### config.mk
export PLATFORM = sky130hd
export DESIGN_NAME = mem_arbiter
export DESIGN_NICKNAME = d
export VERILOG_FILES = /design/src/rtl/mem_arbiter.sv
export SDC_FILE = /design/constraint.sdc
export NUM_CORES = 1
export LEC_CHECK = 0
export ABC_AREA = 1
export CAP_MARGIN = 20
export CORE_AREA = 2 2 132 134
export CTS_BUF_LIST = sky130_fd_sc_hd__clkbuf_16
export DETAILED_ROUTE_END_ITERATION = 6
export DIE_AREA = 0 0 134 136
export DONT_BUFFER_PORTS = 1
export HOLD_SLACK_MARGIN = 0.12
export PLACE_DENSITY_LB_ADDON = 0.2
export SYNTH_ARGS = -nofsm -noshare
export SYNTH_HDL_FRONTEND = slang
export SYNTH_SLANG_ARGS = --single-unit
### constraint.sdc
create_clock -name clk -period 3.1 [get_ports clk]
set_input_delay 0 -clock clk [delete_from_list [all_inputs] [get_ports clk]]
set_output_delay 0 -clock clk [all_outputs]
set_load 0.02 [all_outputs]
### src/rtl/mem_arbiter.sv
// rtl/mem_arbiter.sv - IF/LSU memory arbiter, one outstanding transaction, LSU burst starvation guard.
// Define MEM_ARBITER_PERF_CNT_EN to enable the per-requester grant counters.
module mem_arbiter #(
  parameter int XLEN          = 32,
  parameter int LSU_MAX_BURST = 4
) (
  input  logic            clk,
  input  logic            rst,
  input  logic            if_req_i,
  input  logic [XLEN-1:0] if_addr_i,
  output logic            if_gnt_o,
  output logic            if_rvalid_o,
  output logic [XLEN-1:0] if_rdata_o,
  input  logic            lsu_req_i,
  input  logic            lsu_we_i,
  input  logic [XLEN-1:0] lsu_addr_i,
  input  logic [XLEN-1:0] lsu_wdata_i,
  input  logic [3:0]      lsu_be_i,
  output logic            lsu_gnt_o,
  output logic            lsu_rvalid_o,
  output logic [XLEN-1:0] lsu_rdata_o,
  output logic            mem_req_o,
  output logic            mem_we_o,
  output logic [XLEN-1:0] mem_addr_o,
  output logic [XLEN-1:0] mem_wdata_o,
  output logic [3:0]      mem_be_o,
  input  logic            mem_ready_i,
  input  logic            mem_rvalid_i,
  input  logic [XLEN-1:0] mem_rdata_i,
  output logic [31:0]     if_grant_cnt_o,
  output logic [31:0]     lsu_grant_cnt_o
);
  localparam int CW = ($clog2(LSU_MAX_BURST + 1) > 3) ? $clog2(LSU_MAX_BURST + 1) : 3;
  localparam logic [CW-1:0] BURST_MAX = CW'(LSU_MAX_BURST);

  typedef enum logic [1:0] {IDLE, WAIT_IF, WAIT_LSU} state_t;
  state_t state, state_nxt;

  logic [CW-1:0] burst_cnt;
  logic          sel_if;
  logic          lsu_we_q;

  // IF only overtakes a pending LSU once the LSU has had its full burst
  assign sel_if = if_req_i & (~lsu_req_i | (burst_cnt == BURST_MAX));

  always_comb begin
    state_nxt   = state;
    mem_req_o   = 1'b0;
    mem_we_o    = 1'b0;
    mem_addr_o  = '0;
    mem_wdata_o = '0;
    mem_be_o    = 4'h0;
    if_gnt_o    = 1'b0;
    lsu_gnt_o   = 1'b0;
    case (state)
      IDLE: begin
        mem_req_o = if_req_i | lsu_req_i;
        if (sel_if) begin
          mem_addr_o = if_addr_i;
          mem_be_o   = 4'hF;
          if_gnt_o   = mem_ready_i;
          if (mem_ready_i) state_nxt = WAIT_IF;
        end else if (lsu_req_i) begin
          mem_we_o    = lsu_we_i;
          mem_addr_o  = lsu_addr_i;
          mem_wdata_o = lsu_wdata_i;
          mem_be_o    = lsu_be_i;
          lsu_gnt_o   = mem_ready_i;
          if (mem_ready_i) state_nxt = WAIT_LSU;
        end
      end
      WAIT_IF:  if (mem_rvalid_i) state_nxt = IDLE;
      WAIT_LSU: if (mem_rvalid_i) state_nxt = IDLE;
      default:  state_nxt = IDLE;
    endcase
  end

  always_ff @(posedge clk or posedge rst) begin
    if (rst) begin
      state        <= IDLE;
      burst_cnt    <= '0;
      lsu_we_q     <= 1'b0;
      if_rvalid_o  <= 1'b0;
      lsu_rvalid_o <= 1'b0;
      if_rdata_o   <= '0;
      lsu_rdata_o  <= '0;
    end else begin
      state        <= state_nxt;
      if_rvalid_o  <= (state == WAIT_IF) & mem_rvalid_i;
      lsu_rvalid_o <= (state == WAIT_LSU) & mem_rvalid_i;
      if ((state == WAIT_IF) && mem_rvalid_i) if_rdata_o <= mem_rdata_i;
      // store acks leave the last load data visible
      if ((state == WAIT_LSU) && mem_rvalid_i && !lsu_we_q) lsu_rdata_o <= mem_rdata_i;
      if (lsu_gnt_o) lsu_we_q <= lsu_we_i;
      if (!if_req_i || if_gnt_o) burst_cnt <= '0;
      else if (lsu_gnt_o && (burst_cnt != BURST_MAX)) burst_cnt <= burst_cnt + CW'(1);
    end
  end

`ifdef MEM_ARBITER_PERF_CNT_EN
  logic [31:0] if_cnt, lsu_cnt;

  always_ff @(posedge clk or posedge rst) begin
    if (rst) begin
      if_cnt  <= '0;
      lsu_cnt <= '0;
    end else begin
      if (if_gnt_o)  if_cnt  <= if_cnt + 32'd1;
      if (lsu_gnt_o) lsu_cnt <= lsu_cnt + 32'd1;
    end
  end

  assign if_grant_cnt_o  = if_cnt;
  assign lsu_grant_cnt_o = lsu_cnt;
`else
  assign if_grant_cnt_o  = '0;
  assign lsu_grant_cnt_o = '0;
`endif
endmodule
==> flow_metrics.tcl, run 1 <==
set metrics [dict create \
    synth_edf_count 0 \
    drt-initial-drc-count 146 \
    critical_path.startpoint "state[0]" \
    worst_setup_path_end_kind "flop" \
    holdWs_ns 0.1426 \
    yosys.cell_count.top_type "nand2_1" \
    p_sw_mw 2.243 \
    status "completed" \
    cts_buffer_depth 2 \
    yosys.area_share.adder_pct 1.487 \
    period_needed_ns 2.477 \
    area_growth_pct 17.07 \
    start_kind "flop" \
    cp-endpoint "burst_cnt[2]" \
    rr_worst_depth 7 \
    post_synth.cell_area_avg_um2 7.692 \
    finalCritPeriodShare_pct 79.91 \
    fill_cells 1843 \
    io_pins 341 \
    seqCellArea_mm2 0.001802 \
    swShare_pct 48.49 \
    yosysTopAreaCellShare_pct 42.82 \
    leakage_nw 2.726 \
    synthFlopType "dfrtp_1" \
    synth.distinct_cells 24 \
    worstMarginPinSlew_ns 0.8636 \
    fmax_ghz 0.4037 \
    fin_cells 825 \
    synth_common_cells "111 x nand2_1, 109 x inv_1, 72 x dfrtp_1" \
    cts.sinks 72 \
    synth_top_family_by_area "buffers and inverters" \
    cts-root-buf "clkbuf_16" \
    h-tree-depth 3 \
    postRouteWirelength_um 14650 \
    die_y_um 136 \
    fin_worst_skew_ns 0.005826 \
    synth_compound_area_share_pct 13.14 \
    ff2ff_setup_slack_ns 0.62 \
    dp_hpwl_um 11990 \
    synth_area_leader_cell "dfrtp_1" \
    p_per_area_mw_per_mm2 939.1 \
    finalSetupViolations 0 \
    die_w_um 134 \
    vias_per_cell 4.105 \
    place_ws_ns 0.9745 \
    cts_buffers 9 \
    grt_pass1_vias 3226 \
    criticalPathCategory "reg -> reg" \
    track_usage_pct 15.31 \
    pwr-share-clk_pct 21.4 \
    multi_input_area_mm2 0.001548 \
    maxCapViolations 0 \
    dieArea_mm2 0.01822 \
    port_buffers 0 \
    initial_core_util_pct 24.93 \
    relSlewSlack_pct 42.34 \
    synth_mux_area_share_pct 0 \
    clkTransAtPathRegs_ns 0.06 \
    clk_latency_ns 0.33 \
    dp.cells 766 \
    p_seq_share_pct 45.5 \
    r2r-end "burst_cnt[2]" \
    tns_ns 0 \
    fin_ws_ns 0.6229 \
    synth_async_sr_flop_share_pct 100.0 \
    worstHoldPathType "in -> out" \
    core_area_mm2 0.01688 \
    num_vias 3387 \
    syn_area_mm2 0.004208 \
    grt_overflow 0 \
    p_total_mw 4.626 \
    crit_required_ns 3.32 \
    slew_viol_final 0 \
    first_pass_iters 4 \
    r2r_start "state[0]" \
    critical_path.max_fanout 11 \
    grt_pass1_wl_um 20290 \
    synth_seq_cells 72 \
    intPower_mw 2.383 \
    cts_tree "yes" \
    rows 48 \
    synth_seq_area_share_pct 42.82 \
    final_hold_viol_count 0 \
    synth_cells 547 \
    synthSimpleGateAreaFrac_pct 16.18 \
    cp.arrival_ns 2.70 \
    synth_area_leaders "dfrtp_1 43%, buf_4 12%, nand2_1 9.9%" \
    layout.nets 738 \
    antenna_left 0 \
    drc 0 \
    yosysWarnings 0 \
    drive_above_1_share_pct 9.182 \
    power_frac_comb_pct 33.1 \
    gp_routability_congestion 0.9434 \
    synthXorXnorAreaFrac_pct 0.2081 \
    routedWlPerCell_um 17.75 \
    ir_worst_vdd_v 0.0003735 \
    rsz0062_at_grt "false" \
    antenna_found_initial 1 \
    grt_max_degree 65 \
]
==> metal layers <==
| metal | global-route usage [%] | vias up | wire, um |
|---|---|---|---|
| met5 | 0 | - | 0 |
| met4 | 11.47 | 0 | 933 |
| met3 | 4.437 | 32 | 1385 |
| met2 | 26.52 | 222 | 7404 |
| met1 | 15.74 | 1522 | 4921 |
| li1 | - | 1611 | - |
==> stage by stage <==
step | cell area, um^2 | util, %
2_1_floorplan | 4444 | -
3_3_place_gp | 4200 | 24.89
3_5_place_dp | 4220 | 25.01
4_1_cts | 4923 | 29.17
5_1_grt | 4926 | 29.19
6_report | 4926 | 29.19
==> sequential cells by signal (all words and copies together), names as in the netlist <==
register and count:
if_rdata_o 32, lsu_rdata_o 32, burst_cnt 3, state 2, if_rvalid_o 1, lsu_rvalid_o 1, lsu_we_q 1
==> power by group through the flow <==
| stage | Clock (mW) | Combinational [mW] | Sequential (mW) |
|---|---|---|---|
| after floorplan | 0 | 1.29 | 2.01 |
| after global placement | 0 | 1.45 | 2.13 |
| after detailed placement | 0 | 1.50 | 2.13 |
| after CTS | 1.03 | 1.56 | 2.12 |
| after global routing | 1.07 | 1.72 | 2.15 |
| final | 0.989 | 1.53 | 2.11 |
==> worst min-delay path by stage <==
stage	startpoint	to	slack, ns	cells past startpoint
3_3_place_gp	rst	if_rdata_o[25]	0.12	1
5_1_grt	lsu_wdata_i[10]	mem_wdata_o[10]	0.15	2
2_1_floorplan	mem_rvalid_i	lsu_rvalid_o	0.11	2
3_5_place_dp	rst	lsu_rdata_o[22]	0.13	1
4_1_cts	if_req_i	state[1]	0.13	4
6_report	lsu_wdata_i[7]	mem_wdata_o[7]	0.14	2
==> kinds of logic (layout without fill, tap and decap cells) <==
group,count (synthesis),in the layout
DFF,72,72
and+or+nand+nor,165,165
other,1,65
buffers and inverters,201,190
xor gates and xnor gates,1,1
adders and majority gates,5,5
AOI/OAI and AO/OA,102,102
==> repair_timing <==
item                                   in CTS  in global routing
setup endpoints to repair                   0                  0
gates resized for setup                     0                  0
endpoints found under the hold margin     111                  0
hold buffers                               42                  0
setup buffers                               0                  0
==> placed cells by master, fill, tap and decap left out <==
cell type	n
nor2_1	36
nand2_2	2
inv_2	1
o21ai_2	11
o21ai_0	53
nand3_1	10
nand3_4	1
inv_4	1
clkinvlp_4	1
clkinv_1	1
nand2_1	110
inv_1	112
a31oi_1	1
nor2_2	1
or2_2	1
diode_2	1
dlygate4sd3_1	42
bufinv_16	1
buf_12	1
nand2_4	2
conb_1	64
nand3_2	2
dfrtp_1	72
xor2_1	1
ha_1	5
buf_4	20
clkinv_2	1
o21ai_1	37
clkbuf_16	9
==> critical path, stage by stage, from the launching register on <==
cell	delay [ns]
dfrtp_1	0.40
inv_1	0.09
ha_1	0.41
a31oi_1	0.13
dlygate4sd3_1	0.65
nand3_1	0.10
dlygate4sd3_1	0.55
nand2_1	0.05
==> final cells by class <==
type                       count  area share (%)
antenna                        1         0.05080
clock buffer                   9           4.572
clock inverter                 7           1.168
inverter                     111           8.509
multi-input combinational    337           31.42
sequential                    72           36.58
tap                          225           5.715
timing repair buffer          63           11.99
Power figures use the tool's default switching activity.
==> inputs of run 2 (changes only) <==
==> constraint.sdc (replaced) <==
create_clock -name clk -period 2.27 [get_ports clk]
set_input_delay 0 -clock clk [delete_from_list [all_inputs] [get_ports clk]]
set_output_delay 0 -clock clk [all_outputs]
set_load 0.02 [all_outputs]
==> run 2 against run 1 <==
- core utilization up 1.8 points
- critical endpoint is now mem_addr_o[15]
- global-route usage rose by 0.25 points
- wire length rose by 1.9%
- clock skew rose by 0.0026 ns
- combinational power up 49%
- via count grew 3.9%
- non-clock buffer count increased by 34
- clock power up 54%
==> flow_metrics.tcl, run 2 (synthesized netlist as in run 1, its figures left out) <==
set metrics [dict create \
    whs_path_depth 3 \
    place_ws_ns 0.4186 \
    die_y_um 136 \
    grt_overflow 0 \
    fin_area_mm2 0.005228 \
    vias_per_cell 4.097 \
    dieArea_mm2 0.01822 \
    dp_hpwl_um 12050 \
    p_per_area_mw_per_mm2 1280 \
    dp.cells 801 \
    h-tree-depth 3 \
    cts_buffers 9 \
    reg_top3 "if_rdata_o x32, lsu_rdata_o x32, burst_cnt x3" \
    cts_tree "yes" \
    holdPathEnd "state[0]" \
    power_frac_comb_pct 34.1 \
    num_vias 3519 \
    clk_latency_ns 0.33 \
    cts.sinks 72 \
    intPower_mw 3.550 \
    track_usage_pct 15.56 \
    fin_cells 859 \
    tns_ns 0 \
    relSlewSlack_pct 55.41 \
    fin_ws_ns 0.1740 \
    slew_viol_final 0 \
    cts-root-buf "clkbuf_16" \
    ff2ff_setup_slack_ns 0.30 \
    worst_path_largest_cell_delay_ns 0.40 \
    crit_required_ns 2.27 \
    final_common_cell "nand2_1" \
    routedWlPerCell_um 17.38 \
    clkTransAtPathRegs_ns 0.06 \
    layout.nets 772 \
    period_needed_ns 2.096 \
    placed_area_mm2 0.004483 \
    finalSetupViolations 0 \
    drive_above_1_share_pct 15.01 \
    critical_path.max_fanout 32 \
    gp_routability_congestion 0.9006 \
    cp_cell_sequence "inv_1 > ha_2 > buf_4 > nand3_4 > inv_6 > nand2_1 > o21ai_1 > buf_4" \
    p_sw_mw 3.143 \
    worstHoldPathType "in -> reg" \
    pwr-share-clk_pct 22.7 \
    io_pins 341 \
    rr_worst_depth 10 \
    status "completed" \
    antenna_found_initial 1 \
    maxCapViolations 0 \
    final_hold_viol_count 0 \
    die_w_um 134 \
    fin_worst_skew_ns 0.008462 \
    core_area_mm2 0.01688 \
    r2r-end "burst_cnt[0]" \
    holdWs_ns 0.1227 \
    drc 0 \
    r2r_start "burst_cnt[0]" \
    cp.arrival_ns 2.10 \
    port_buffers 0 \
    swShare_pct 46.96 \
    cts_buffer_depth 2 \
    cpMostUsedCell "buf_4" \
    start_kind "flop" \
    finalCritPeriodShare_pct 92.34 \
    critical_path.startpoint "state[0]" \
    first_pass_iters 4 \
    grt_pass1_vias 3324 \
    drt-initial-drc-count 101 \
    ir_worst_vdd_v 0.0003866 \
    worst_setup_path_end_kind "output pin" \
    fmax_ghz 0.4771 \
    worstHoldStart "if_req_i" \
    p_seq_share_pct 43.2 \
    slowest_stage "dfrtp_1" \
    rows 48 \
    grt_max_degree 66 \
    leakage_nw 2.904 \
    postCtsSetupRepairBufs 0 \
    criticalPathCategory "reg -> out" \
    area_growth_pct 24.23 \
    worstMarginPinSlew_ns 0.6689 \
    postRouteWirelength_um 14930 \
    layout_common_cells "110 x nand2_1, 108 x inv_1, 72 x dfrtp_1, 64 x conb_1, 55 x buf_4" \
    grt_pass1_wl_um 20820 \
    antenna_left 0 \
    rsz0062_at_grt "false" \
    initial_core_util_pct 24.93 \
]
## run 2: final cells by class
type | instances | area (um^2)
repair buffers | 97 | 843.3
clock buffers | 9 | 225.2
well taps | 225 | 281.5
inverters | 111 | 421.7
diodes | 1 | 2.502
multi-input cells | 337 | 1558
flip-flops and latches | 72 | 1802
fillers | 1847 | 11650
clock inverters | 7 | 93.84
## run 2: per-stage QoR
| stage | power [mW] | util [%] |
|---|---|---|
| 2_1_floorplan | 4.495 | - |
| 3_3_place_gp | 5.088 | 26.56 |
| 3_5_place_dp | 5.145 | 26.56 |
| 4_1_cts | 6.762 | 30.89 |
| 5_1_grt | 7.110 | 30.98 |
| 6_report | 6.694 | 30.98 |
## run 2: how the worst max path moves through the flow
stage                                 to  slack [ns]
after floorplan             burst_cnt[0]        0.45
after global placement    mem_addr_o[15]        0.45
after detailed placement  mem_addr_o[15]        0.42
after CTS                 mem_addr_o[15]        0.05
after global routing      mem_addr_o[15]        0.08
final                     mem_addr_o[15]        0.17
## run 2: worst max-delay path, delay by kind of cell, from the launching register on
kind            cells  cell delay [ns]
compound gates      1             0.22
simple gates        2             0.18
flops               1             0.40
buf+inv             4             0.67
fa+ha+maj           1             0.28
## run 2: timing repair
action / 4_1_cts / 5_1_grt
hold endpoints to repair: 143 / 0
gates resized for setup: 0 / 4
setup endpoints to repair: 0 / 3
hold buffers: 41 / 0
## run 2: power by group through the flow
stage                     registers [mW]  clock network (mW)  logic (mW)
after floorplan                     2.74                   0        1.76
after global placement              2.91                   0        2.18
after detailed placement            2.92                   0        2.22
after CTS                           2.90                1.57        2.29
after global routing                2.95                1.63        2.53
final                               2.89                1.52        2.28
## run 2: routing by layer
layer	global-route usage, %	share of wire (%)
met1	15.66	34
met2	28.83	53
met5	0	0
met4	7.624	4.1
met3	5.145	8.9
==> inputs of run 3 (changes only) <==
--- a/config.mk
+++ b/config.mk
@@ -7,10 +7,10 @@
 export LEC_CHECK = 0
 export ABC_AREA = 1
 export CAP_MARGIN = 20
-export CORE_AREA = 2 2 132 134
-export CTS_BUF_LIST = sky130_fd_sc_hd__clkbuf_16
+export CORE_AREA = 2 2 134 136
+export CTS_BUF_LIST = sky130_fd_sc_hd__clkbuf_2 sky130_fd_sc_hd__clkbuf_4 sky130_fd_sc_hd__clkbuf_8
 export DETAILED_ROUTE_END_ITERATION = 6
-export DIE_AREA = 0 0 134 136
+export DIE_AREA = 0 0 136 138
 export DONT_BUFFER_PORTS = 1
 export HOLD_SLACK_MARGIN = 0.12
 export PLACE_DENSITY_LB_ADDON = 0.2
==> constraint.sdc (replaced) <==
create_clock -name clk -period 2.7 [get_ports clk]
set_input_delay 0 -clock clk [delete_from_list [all_inputs] [get_ports clk]]
set_output_delay 0 -clock clk [all_outputs]
set_load 0.02 [all_outputs]
==> run 3 against run 2 <==
- register-to-register slack worse by 0.12 ns
- clock-buffer cell count is 1 higher
- wire length is 7.9% lower
- sequential share of layout area is 2.0 points higher
- global-route usage is 1.6 points lower
- power is 23% lower
- non-clock buffer count is 28 lower
- critical path depth is 1 lower
==> flow_metrics.tcl, run 3 (synthesized netlist as in run 1, its figures left out) <==
set metrics [dict create \
    clkTransAtPathRegs_ns 0.09 \
    final_common_cell "nand2_1" \
    drc 0 \
    cts.sinks 72 \
    p_per_area_mw_per_mm2 1041 \
    worst_setup_path_end_kind "flop" \
    slew_viol_final 0 \
    ir_worst_vdd_v 0.0003141 \
    drt-initial-drc-count 127 \
    leakage_nw 2.723 \
    layout_common_cells "110 x nand2_1, 108 x inv_1, 72 x dfrtp_1, 64 x conb_1, 53 x o21ai_0" \
    h-tree-depth 3 \
    cp_cell_sequence "inv_1 > ha_1 > a31oi_1 > dlygate4sd3_1 > nand3_1 > dlygate4sd3_1 > nand2_1" \
    layout.nets 744 \
    first_pass_iters 6 \
    fmax_ghz 0.3967 \
    num_vias 3354 \
    fin_cells 834 \
    routedWlPerCell_um 16.48 \
    cts_hold_buf 43 \
    core_area_mm2 0.01753 \
    cts_buffer_depth 2 \
    worst_path_largest_cell_delay_ns 0.66 \
    drive_above_1_share_pct 10.41 \
    tns_ns 0 \
    utilization_pct 28.15 \
    fin_area_mm2 0.004936 \
    track_usage_pct 14.01 \
    cts-root-buf "clkbuf_8" \
    grt_max_degree 66 \
    wl_met1_um 4499 \
    wl_met3_um 1507 \
    grt_pass1_wl_um 19820 \
    finalCritPeriodShare_pct 93.37 \
    die_w_um 136 \
    worstMarginPinSlew_ns 0.7822 \
    status "completed" \
    final_hold_viol_count 0 \
    dp.cells 773 \
    cp.arrival_ns 2.77 \
    rows 49 \
    cts_resized 0 \
    placed_area_mm2 0.004248 \
    slowest_stage "dlygate4sd3_1" \
    reg_top3 "if_rdata_o x32, lsu_rdata_o x32, burst_cnt x3" \
    dieArea_mm2 0.01877 \
    antenna_left 0 \
    worstHoldPathType "in -> out" \
    fin_worst_skew_ns 0.01133 \
    area_growth_pct 17.31 \
    path_delay_family "buffers and inverters" \
    criticalPathCategory "reg -> reg" \
    diodes 0 \
    vias_per_cell 4.022 \
    initial_core_util_pct 24.00 \
    clk_latency_ns 0.35 \
    port_buffers 0 \
    postCtsSetupRepairBufs 0 \
    antenna_found_initial 0 \
    crit_required_ns 2.95 \
    finalSetupViolations 0 \
    maxCapViolations 0 \
    period_needed_ns 2.521 \
    io_pins 341 \
    met2_length_um 7518 \
    gp_routability_congestion 0.9443 \
    critical_path.max_fanout 11 \
    grt_overflow 0 \
    cp_num_buf_inv 3 \
    die_y_um 138 \
    grt_pass1_vias 3262 \
    dr.max_layer_used "met4" \
    relSlewSlack_pct 47.78 \
    holdWs_ns 0.1247 \
    rsz0062_at_grt "false" \
    cts_buffers 9 \
    cts_tree "yes" \
    cpMostUsedCell "dlygate4sd3_1" \
    start_kind "flop" \
    dp_hpwl_um 10800 \
    postRouteWirelength_um 13750 \
]
-- run 3: cell types whose count changed in the layout (fill, tap and decap cells not counted), sizes merged --
cell | before | now
buf | 56 | 25
clkinv | 3 | 2
inv | 111 | 112
dlygate4sd3 | 41 | 44
clkinvlp | 2 | 1
diode | 1 | 0
clkbuf | 9 | 10
-- run 3: final timing paths --
| path | slack [ns] | start | depth (start not counted) | to |
|---|---|---|---|---|
| worst max-delay path | 0.18 | state[1] | 7 | burst_cnt[1] |
| worst min-delay path | 0.12 | lsu_wdata_i[8] | 2 | mem_wdata_o[8] |
| worst max register to register | 0.18 | state[1] | 7 | burst_cnt[1] |
| worst min register to register | 0.53 | state[0] | 2 | state[0] |
| max in group asynchronous | 1.76 | rst | 3 | if_rdata_o[29] |
| min in group asynchronous | 0.26 | rst | 2 | lsu_rdata_o[1] |
-- run 3: layer usage --
layer,GRT usage [%],vias to the layer above
met1,13.43,1528
li1,-,1617
met5,0,-
met3,5.684,16
met4,3.947,0
met2,26.95,193
-- run 3: per-stage QoR --
stage / setup WS, ns / total power, mW
after global placement: 0.9285 / 4.071
after global routing: 0.02085 / 5.516
after detailed placement: 0.7842 / 4.124
after floorplan: 0.8751 / 3.779
after CTS: 0.1645 / 5.235
final: 0.1791 / 5.138
-- run 3: report_power, final --
part	internal, mW	leakage [nW]	total [mW]	switching [mW]
registers	1.53	0.917	2.40	0.875
clock network	0.551	0.113	0.988	0.438
logic	0.540	1.69	1.74	1.20
total	2.62	2.72	5.14	2.52
-- run 3: worst reg2reg max path: cells and delay by family (launching register included) --
family                   cells  cell delay [ns]
adder cells (fa/ha/maj)      1             0.41
buffers and inverters        3             1.30
AND/OR/NAND/NOR              2             0.14
AO/OA/AOI/OAI                1             0.16
flip-flops                   1             0.41
-- run 3: layout make-up --
cell class | count | area, um^2
fillers | 1943 | 12600
flip-flops and latches | 72 | 1802
multi-input cells | 337 | 1548
repair buffers | 69 | 653.1
inverters | 111 | 419.2
well taps | 229 | 286.5
clock buffers | 10 | 137.6
clock inverters | 6 | 90.09
